`src/rtl/fifo_wr_arbiter_if.sv`:
```
// -----------------------------------------------------------------------------
// fifo_wr_arbiter_if
//
// Purpose: bundles the producer handshake, the FIFO write port and the
// arbiter status outputs of fifo_wr_arbiter into one interface.
//
// Signals:
//   req_valid      per-requester word valid            (producer -> arbiter)
//   req_data       packed words, requester i at [i*DATA_WIDTH +: DATA_WIDTH]
//   req_last       per-requester last-of-packet flag   (producer -> arbiter)
//   req_ready      per-requester accept                (arbiter -> producer)
//   fifo_full      FIFO full flag                      (FIFO -> arbiter)
//   fifo_half_full FIFO half-full flag                 (FIFO -> arbiter)
//   fifo_wr_en     FIFO write enable                   (arbiter -> FIFO)
//   fifo_wr_data   FIFO write data                     (arbiter -> FIFO)
//   grant_id       current or last granted requester
//   busy           burst in progress
//   burst_done     one-cycle pulse after a burst ends
//
// Modports:
//   slave  - the arbiter side
//   master - the environment side (producers + FIFO)
// -----------------------------------------------------------------------------
interface fifo_wr_arbiter_if #(
   parameter int NUM_REQ    = 4,
   parameter int DATA_WIDTH = 32
);
   localparam int ID_W = $clog2(NUM_REQ);

   logic [NUM_REQ-1:0]            req_valid;
   logic [NUM_REQ*DATA_WIDTH-1:0] req_data;
   logic [NUM_REQ-1:0]            req_last;
   logic [NUM_REQ-1:0]            req_ready;
   logic                          fifo_full;
   logic                          fifo_half_full;
   logic                          fifo_wr_en;
   logic [DATA_WIDTH-1:0]         fifo_wr_data;
   logic [ID_W-1:0]               grant_id;
   logic                          busy;
   logic                          burst_done;

   modport slave (
      input  req_valid,
      input  req_data,
      input  req_last,
      input  fifo_full,
      input  fifo_half_full,
      output req_ready,
      output fifo_wr_en,
      output fifo_wr_data,
      output grant_id,
      output busy,
      output burst_done
   );

   modport master (
      output req_valid,
      output req_data,
      output req_last,
      output fifo_full,
      output fifo_half_full,
      input  req_ready,
      input  fifo_wr_en,
      input  fifo_wr_data,
      input  grant_id,
      input  busy,
      input  burst_done
   );
endinterface

```
`src/rtl/fifo_wr_arbiter.sv`:
```
// -----------------------------------------------------------------------------
// fifo_wr_arbiter
//
// Purpose: write-side arbiter for the 256-deep async FIFO, entirely in the
// wr_clk domain. Shares the single FIFO write port among NUM_REQ producers
// with round-robin, burst-granular grants. A burst ends on the producer's
// last word, after MAX_BURST beats, or after STALL_LIMIT consecutive cycles
// in which the granted producer has nothing to send while the FIFO has room.
//
// Ports:
//   wr_clk    in   write-domain clock (only clock)
//   wr_rst_n  in   asynchronous active-low reset
//   bus       slave modport of fifo_wr_arbiter_if (handshake, FIFO port,
//             grant_id / busy / burst_done status)
//
// Build option:
//   WR_ARB_HALF_FULL_THROTTLE_EN - when defined, a new grant additionally
//   requires fifo_half_full=0; a burst already in progress is unaffected.
//   When undefined, fifo_half_full is ignored.
// -----------------------------------------------------------------------------
module fifo_wr_arbiter #(
   parameter int NUM_REQ     = 4,
   parameter int DATA_WIDTH  = 32,
   parameter int MAX_BURST   = 16,
   parameter int STALL_LIMIT = 8
) (
   input  logic             wr_clk,
   input  logic             wr_rst_n,
   fifo_wr_arbiter_if.slave bus
);

   localparam int ID_W    = $clog2(NUM_REQ);
   localparam int BEAT_W  = $clog2(MAX_BURST + 1);
   localparam int STALL_W = $clog2(STALL_LIMIT + 1);

   localparam logic [ID_W-1:0]    ID_MAX     = ID_W'(NUM_REQ - 1);
   localparam logic [BEAT_W-1:0]  BEAT_LAST  = BEAT_W'(MAX_BURST - 1);
   localparam logic [STALL_W-1:0] STALL_LAST = STALL_W'(STALL_LIMIT - 1);

   typedef enum logic {
      IDLE  = 1'b0,
      BURST = 1'b1
   } state_t;

   state_t             state_q;
   logic [ID_W-1:0]    grant_id_q;
   logic [ID_W-1:0]    rr_ptr_q;
   logic [BEAT_W-1:0]  beat_cnt_q;
   logic [STALL_W-1:0] stall_cnt_q;
   logic               busy_q;
   logic               burst_done_q;

   // Unpacked view of the producer words so the write mux is a plain index.
   logic [DATA_WIDTH-1:0] words [NUM_REQ];

   for (genvar gi = 0; gi < NUM_REQ; gi++) begin : g_words
      assign words[gi] = bus.req_data[gi*DATA_WIDTH +: DATA_WIDTH];
   end

   // ---------------------------------------------------------------------------
   // Granted-requester view (valid only while in BURST)
   // ---------------------------------------------------------------------------
   logic               in_burst;
   logic               g_valid;
   logic               g_last;
   logic               accept;
   logic               stall;
   logic               burst_end;
   logic [NUM_REQ-1:0] ready_vec;

   assign in_burst = (state_q == BURST);
   assign g_valid  = bus.req_valid[grant_id_q];
   assign g_last   = bus.req_last[grant_id_q];

   // A full FIFO neither accepts nor stalls: the burst simply holds.
   assign accept = in_burst && g_valid && !bus.fifo_full;
   assign stall  = in_burst && !g_valid && !bus.fifo_full;

   assign burst_end = (accept && (g_last || (beat_cnt_q == BEAT_LAST))) ||
                      (stall && (stall_cnt_q == STALL_LAST));

   always_comb begin
      ready_vec = '0;
      if (in_burst) begin
         ready_vec[grant_id_q] = !bus.fifo_full;
      end
   end

   // ---------------------------------------------------------------------------
   // Round-robin winner search starting at rr_ptr, wrapping at NUM_REQ
   // (works for non-power-of-2 NUM_REQ).
   // ---------------------------------------------------------------------------
   logic            win_found;
   logic [ID_W-1:0] win_id;
   logic            grant_ok;
   logic [ID_W-1:0] rr_next;
   int              idx;

   always_comb begin
      win_found = 1'b0;
      win_id    = '0;
      idx       = 0;
      for (int k = 0; k < NUM_REQ; k++) begin
         idx = int'(rr_ptr_q) + k;
         if (idx >= NUM_REQ) begin
            idx = idx - NUM_REQ;
         end
         if (!win_found && bus.req_valid[idx]) begin
            win_found = 1'b1;
            win_id    = ID_W'(idx);
         end
      end
   end

`ifdef WR_ARB_HALF_FULL_THROTTLE_EN
   assign grant_ok = win_found && !bus.fifo_full && !bus.fifo_half_full;
`else
   assign grant_ok = win_found && !bus.fifo_full;

   logic unused_half_full;
   assign unused_half_full = bus.fifo_half_full;
`endif

   assign rr_next = (grant_id_q == ID_MAX) ? '0 : grant_id_q + 1'b1;

   // ---------------------------------------------------------------------------
   // Control FSM. A burst end always returns to IDLE, so at least one IDLE
   // cycle separates consecutive bursts.
   // ---------------------------------------------------------------------------
   always_ff @(posedge wr_clk or negedge wr_rst_n) begin
      if (!wr_rst_n) begin
         state_q      <= IDLE;
         grant_id_q   <= '0;
         rr_ptr_q     <= '0;
         beat_cnt_q   <= '0;
         stall_cnt_q  <= '0;
         busy_q       <= 1'b0;
         burst_done_q <= 1'b0;
      end else begin
         burst_done_q <= 1'b0;
         case (state_q)
            IDLE: begin
               if (grant_ok) begin
                  state_q     <= BURST;
                  grant_id_q  <= win_id;
                  beat_cnt_q  <= '0;
                  stall_cnt_q <= '0;
                  busy_q      <= 1'b1;
               end
            end
            BURST: begin
               if (burst_end) begin
                  state_q      <= IDLE;
                  rr_ptr_q     <= rr_next;
                  busy_q       <= 1'b0;
                  burst_done_q <= 1'b1;
               end else if (accept) begin
                  beat_cnt_q  <= beat_cnt_q + 1'b1;
                  stall_cnt_q <= '0;
               end else if (stall) begin
                  stall_cnt_q <= stall_cnt_q + 1'b1;
               end
            end
            default: begin
               state_q <= IDLE;
            end
         endcase
      end
   end

   // Handshake and write port are combinational so a beat moves in the same
   // cycle it is offered; status outputs come straight from registers.
   assign bus.req_ready    = ready_vec;
   assign bus.fifo_wr_en   = accept;
   assign bus.fifo_wr_data = words[grant_id_q];
   assign bus.grant_id     = grant_id_q;
   assign bus.busy         = busy_q;
   assign bus.burst_done   = burst_done_q;

endmodule

```
`src/flat_wrapper.sv`:
```
// flat-port wrapper written by rule: the top's interface ports become plain ports
module fifo_wr_arbiter_flat 
#(
   parameter int NUM_REQ     = 4,
   parameter int DATA_WIDTH  = 32,
   parameter int MAX_BURST   = 16,
   parameter int STALL_LIMIT = 8
)
  (wr_clk, wr_rst_n, bus_req_valid, bus_req_data, bus_req_last, bus_fifo_full, bus_fifo_half_full, bus_req_ready, bus_fifo_wr_en, bus_fifo_wr_data, bus_grant_id, bus_busy, bus_burst_done);
  fifo_wr_arbiter_if #(.NUM_REQ(NUM_REQ), .DATA_WIDTH(DATA_WIDTH)) bus_i ();
  input  logic wr_clk;
  input  logic wr_rst_n;
  input wire logic [$bits(bus_i.req_valid)-1:0] bus_req_valid;
  input wire logic [$bits(bus_i.req_data)-1:0] bus_req_data;
  input wire logic [$bits(bus_i.req_last)-1:0] bus_req_last;
  input wire logic [$bits(bus_i.fifo_full)-1:0] bus_fifo_full;
  input wire logic [$bits(bus_i.fifo_half_full)-1:0] bus_fifo_half_full;
  output wire logic [$bits(bus_i.req_ready)-1:0] bus_req_ready;
  output wire logic [$bits(bus_i.fifo_wr_en)-1:0] bus_fifo_wr_en;
  output wire logic [$bits(bus_i.fifo_wr_data)-1:0] bus_fifo_wr_data;
  output wire logic [$bits(bus_i.grant_id)-1:0] bus_grant_id;
  output wire logic [$bits(bus_i.busy)-1:0] bus_busy;
  output wire logic [$bits(bus_i.burst_done)-1:0] bus_burst_done;
  assign bus_i.req_valid = bus_req_valid;
  assign bus_i.req_data = bus_req_data;
  assign bus_i.req_last = bus_req_last;
  assign bus_i.fifo_full = bus_fifo_full;
  assign bus_i.fifo_half_full = bus_fifo_half_full;
  assign bus_req_ready = bus_i.req_ready;
  assign bus_fifo_wr_en = bus_i.fifo_wr_en;
  assign bus_fifo_wr_data = bus_i.fifo_wr_data;
  assign bus_grant_id = bus_i.grant_id;
  assign bus_busy = bus_i.busy;
  assign bus_burst_done = bus_i.burst_done;
  fifo_wr_arbiter #(.NUM_REQ(NUM_REQ), .DATA_WIDTH(DATA_WIDTH), .MAX_BURST(MAX_BURST), .STALL_LIMIT(STALL_LIMIT)) u_core (.wr_clk(wr_clk), .wr_rst_n(wr_rst_n), .bus(bus_i));
endmodule
```
`config.mk`:
```
export PLATFORM = sky130hd
export DESIGN_NAME = fifo_wr_arbiter_flat
export DESIGN_NICKNAME = d
export VERILOG_FILES = /design/src/rtl/fifo_wr_arbiter_if.sv /design/src/rtl/fifo_wr_arbiter.sv /design/src/flat_wrapper.sv
export SDC_FILE = /design/constraint.sdc
export NUM_CORES = 1
export LEC_CHECK = 0
export CAP_MARGIN = 20
export CELL_PAD_IN_SITES_DETAIL_PLACEMENT = 1
export CELL_PAD_IN_SITES_GLOBAL_PLACEMENT = 1
export CORE_ASPECT_RATIO = 0.7
export CORE_MARGIN = 2
export CORE_UTILIZATION = 19
export CTS_BUF_LIST = sky130_fd_sc_hd__clkbuf_4 sky130_fd_sc_hd__clkbuf_8
export DETAILED_ROUTE_END_ITERATION = 7
export HOLD_SLACK_MARGIN = 0.03
export PLACE_DENSITY_LB_ADDON = 0.1
export SLEW_MARGIN = 40
export SYNTH_ARGS = -nofsm -noshare
export SYNTH_HDL_FRONTEND = slang
export SYNTH_SLANG_ARGS = --single-unit
export TNS_END_PERCENT = 100
```
`constraint.sdc`:
```
create_clock -name wr_clk -period 2.3 [get_ports wr_clk]
set_input_delay 0.575 -clock wr_clk [delete_from_list [all_inputs] [get_ports wr_clk]]
set_output_delay 0.575 -clock wr_clk [all_outputs]
set_load 0.005 [all_outputs]
```
==> impl_table.tex <==
\begin{tabular}{lr}
\hline
Metric & Value \\
\hline
\multicolumn{2}{l}{\textbf{Die}} \\
Die Area & a little over 10000 um\^{}2 \\
Width of the die & around 120 um \\
Floorplan die height & 85.6 um \\
Boundary pin count & about 180 \\
Initial Util & 0.198 \\
Core Area & 9140 um\^{}2 \\
Site row count & 29 \\
\multicolumn{2}{l}{\textbf{Timing}} \\
Final period demand of the worst path & 2.38 ns \\
Worst Max-Slew Pin Slew & 0.369 ns \\
Slack of the critical path & -0.0817 ns \\
Final Setup Violations & 15 \\
Tightest hold margin & 0.513 ns \\
Pins over their slew limit & 0 \\
Worst-case clock skew & 0.00352 ns \\
Unrepaired setup endpoints after global routing & true \\
Final worst-path cycle share & 1.04 \\
Final hold violation count & 0 \\
Maximum clock rate & between 400 and 500 MHz \\
Setup TNS & -0.879 ns \\
Headroom to the max-slew limit & 0.747 \\
\multicolumn{2}{l}{\textbf{Synthesis}} \\
Synth top cells by count & sky130\_fd\_sc\_hd\_\_mux4\_2, sky130\_fd\_sc\_hd\_\_dfrtp\_1, sky130\_fd\_sc\_hd\_\_inv\_1 \\
Most instantiated library cell after synthesis & sky130\_fd\_sc\_hd\_\_mux4\_2 \\
Area fraction of the dominant cell type after synthesis & 0.411 \\
Synth Flop Type & sky130\_fd\_sc\_hd\_\_dfrtp\_1 \\
Number of synthesized register bits & 16 \\
Post-synthesis cell count & 147 \\
Dominant cells by area after synthesis & sky130\_fd\_sc\_hd\_\_mux4\_2, sky130\_fd\_sc\_hd\_\_dfrtp\_1, sky130\_fd\_sc\_hd\_\_ha\_1, sky130\_fd\_sc\_hd\_\_inv\_1, sky130\_fd\_sc\_hd\_\_o221ai\_1 \\
Mean Syn Cell Area & 12.3 um\^{}2 \\
Synth Net Count & 294 \\
Syn. warnings & 0 \\
Register area share after synthesis & 0.222 \\
Post-synth ARST share & 1.00 \\
Number of distinct library cells after synthesis & 42 \\
Count of flip-flops with a built-in enable after synthesis & 0 \\
Cell type contributing the most total cell area after synthesis & sky130\_fd\_sc\_hd\_\_mux4\_2 \\
Synth Cell Area & around 1800 um\^{}2 \\
\multicolumn{2}{l}{\textbf{Run status}} \\
Outcome & finished, violations left \\
Violated checks & negative setup slack \\
\multicolumn{2}{l}{\textbf{Critical path}} \\
Critical Path, Cell by Cell & buf\_12, buf\_12, buf\_12, buf\_6, mux4\_2, buf\_2 \\
CP Capture Type & output port \\
CP max stage delay & 0.47 ns \\
Maximum fanout along the worst path & 8 \\
Req. time, crit path & 1.73 ns \\
Cell occurring most often along the worst timing path & sky130\_fd\_sc\_hd\_\_buf\_12 \\
Worst setup path class & register to output port \\
Data arrival, critical path & 1.81 ns \\
Cell at the slowest stage of the critical path & sky130\_fd\_sc\_hd\_\_dfrtp\_2 \\
Critical Path Start Type & register \\
\multicolumn{2}{l}{\textbf{Placement}} \\
Total placed instance area & 3960 um\^{}2 \\
Last weighted congestion value of the routability-driven placer & 0.758 \\
Setup Slack @ Placement & -0.407 ns \\
Count of buffers from port buffering & between 150 and 200 \\
Placed cell count & 469 \\
Total half-perimeter wirelength after legalization and detailed placement & 8120 um \\
\multicolumn{2}{l}{\textbf{Power and ir drop}} \\
Leakage power figure & 1.74 nW \\
Power density over the cells & approximately 910 nW/um\^{}2 \\
Worst IR drop on VDD & about 460 uV \\
Power, Total & about 3.8 mW \\
\multicolumn{2}{l}{\textbf{Layout}} \\
Antenna diodes & 0 \\
Utilization of the core after routing & 0.460 \\
Fraction of layout cells with a size suffix above 1 & 0.368 \\
Synth-to-Final Area Change & 133\% \\
Cell Count, Final, Fillers Out & between 400 and 500 \\
Final Instance Area & 4210 um\^{}2 \\
Final layout net count & 520 \\
\multicolumn{2}{l}{\textbf{Drt}} \\
Wire per inst & 19.4 um \\
Number of DRC markers after the initial detailed-route iteration & between 70 and 80 \\
Number of routed nets with antenna violations & 0 \\
Total wire length after detailed routing & between 9000 and 10000 um \\
Detail-routed via count per cell & 4.55 \\
Via Count & 2255 \\
Drt pass-1 iters & 4 \\
DRC violations left & 0 \\
\multicolumn{2}{l}{\textbf{GRT}} \\
Residual overflow from global routing & 0 \\
First-pass GRT wire length & 14500 um \\
Antenna violations before repair & 0 \\
Number of global-route vias before repair & 2482 \\
Global-route usage over all layers & 0.185 \\
Largest net degree at the start of global routing & 26 \\
\multicolumn{2}{l}{\textbf{Clocking}} \\
Clock input transition at the sequential cells of the worst setup and hold paths & 0.07 ns \\
Clk buf depth & 2 \\
Number of H-tree levels & 1 \\
CTS Buf Count & 3 \\
Skew-Pair Late Insertion Delay & 0.25 ns \\
CTS tree & built \\
Clock Tree Root & sky130\_fd\_sc\_hd\_\_clkbuf\_8 \\
Number of sinks on the clock net & 16 \\
\multicolumn{2}{l}{\textbf{Flow run}} \\
Reported max-cap violation count & 0 \\
\multicolumn{2}{l}{\textbf{Min path}} \\
Worst hold path class & register to register \\
\hline
\end{tabular}
-- per-layer routing --
| layer | vias to the layer above | global-route usage | part of all wire |
|---|---|---|---|
| met3 | 4 | 0.0459 | 0.065 |
| li1 | 1051 | - | - |
| met2 | 96 | 0.347 | 0.54 |
| met4 | 0 | 0.0159 | 0.0053 |
| met5 | - | 0 | 0 |
| met1 | 1104 | 0.222 | 0.39 |
-- path summary, 6_finish.rpt --
kind	slack (ns)	startpoint	endpoint	cells after the start
setup reg to reg	-0.02	u_core.bus.grant_id[0]$_DFFE_PN0P_	u_core.stall_cnt_q[3]$_DFFE_PN0P_	7
max in group asynchronous	1.45	wr_rst_n	u_core.bus.grant_id[0]$_DFFE_PN0P_	2
hold / removal	0.51	u_core.bus.busy$_DFFE_PN0P_	u_core.bus.busy$_DFFE_PN0P_	2
min in group asynchronous	0.64	wr_rst_n	u_core.bus.busy$_DFFE_PN0P_	2
hold reg to reg	0.51	u_core.bus.busy$_DFFE_PN0P_	u_core.bus.busy$_DFFE_PN0P_	2
setup / recovery	-0.08	u_core.bus.grant_id[0]$_DFFE_PN0P_	bus_fifo_wr_data[5]	6
-- cell usage in the layout, fill, tap and decap left out, drive strengths merged, types with 2 or more instances in the layout --
cell | synthesis | layout
clkdlybuf4s15 | 0 | 4
and3 | 2 | 2
mux2i | 2 | 2
and2 | 4 | 4
dlygate4sd2 | 0 | 5
mux2 | 4 | 4
o21ai | 8 | 8
clkbuf | 3 | 11
nand3 | 5 | 5
nand2 | 4 | 4
nand3b | 2 | 2
o211ai | 3 | 3
a21oi | 4 | 4
inv | 13 | 13
ha | 7 | 7
clkdlybuf4s50 | 0 | 138
mux4 | 33 | 33
o221ai | 5 | 5
nand2b | 4 | 4
buf | 7 | 77
dfrtp | 16 | 16
nor2 | 4 | 4
or2 | 3 | 3
-- cells by family after synthesis --
logic type                 Yosys count  share of synthesized area
muxes                               39                      0.449
and+or+nand+nor                     33                      0.108
AOI/OAI and AO/OA                   29                      0.117
buffers and inverters               23                     0.0554
DFF                                 16                      0.222
adders and majority gates            7                     0.0485
-- power breakdown --
part           switching (mW)  internal (mW)
clock network          0.0998          0.135
registers               0.142          0.414
logic                    1.13           1.90
-- sequential cells by signal (all words and copies together), names as in the netlist --
signal and flops:
u_core.bus.busy 1, u_core.rr_ptr_q 2, u_core.bus.grant_id 2, u_core.bus.burst_done 1, u_core.stall_cnt_q 4, u_core.in_burst 1
u_core.beat_cnt_q 5
-- worst max-delay path: cells and delay by family (launching register included) --
| kind | cells | cell delay (ns) |
|---|---|---|
| buf+inv | 5 | 0.65 |
| mux | 1 | 0.42 |
| flops | 1 | 0.47 |
-- timing repair --
item,4_1_cts,5_1_grt
gates resized for setup,129,41
hold buffers,0,0
cloned,1,0
pin swaps,3,2
endpoints found under the setup margin,40,43
setup buffers,16,8
-- cell type report --
type	count	area [um^2]
clock buffer	4	48.8
fill	1033	4930
inverter	13	48.8
multi-input combinational	108	1340
sequential	16	402
tap	124	155
timing repair buffer	231	2210
Note: power is estimated with default switching activity, not from simulation.
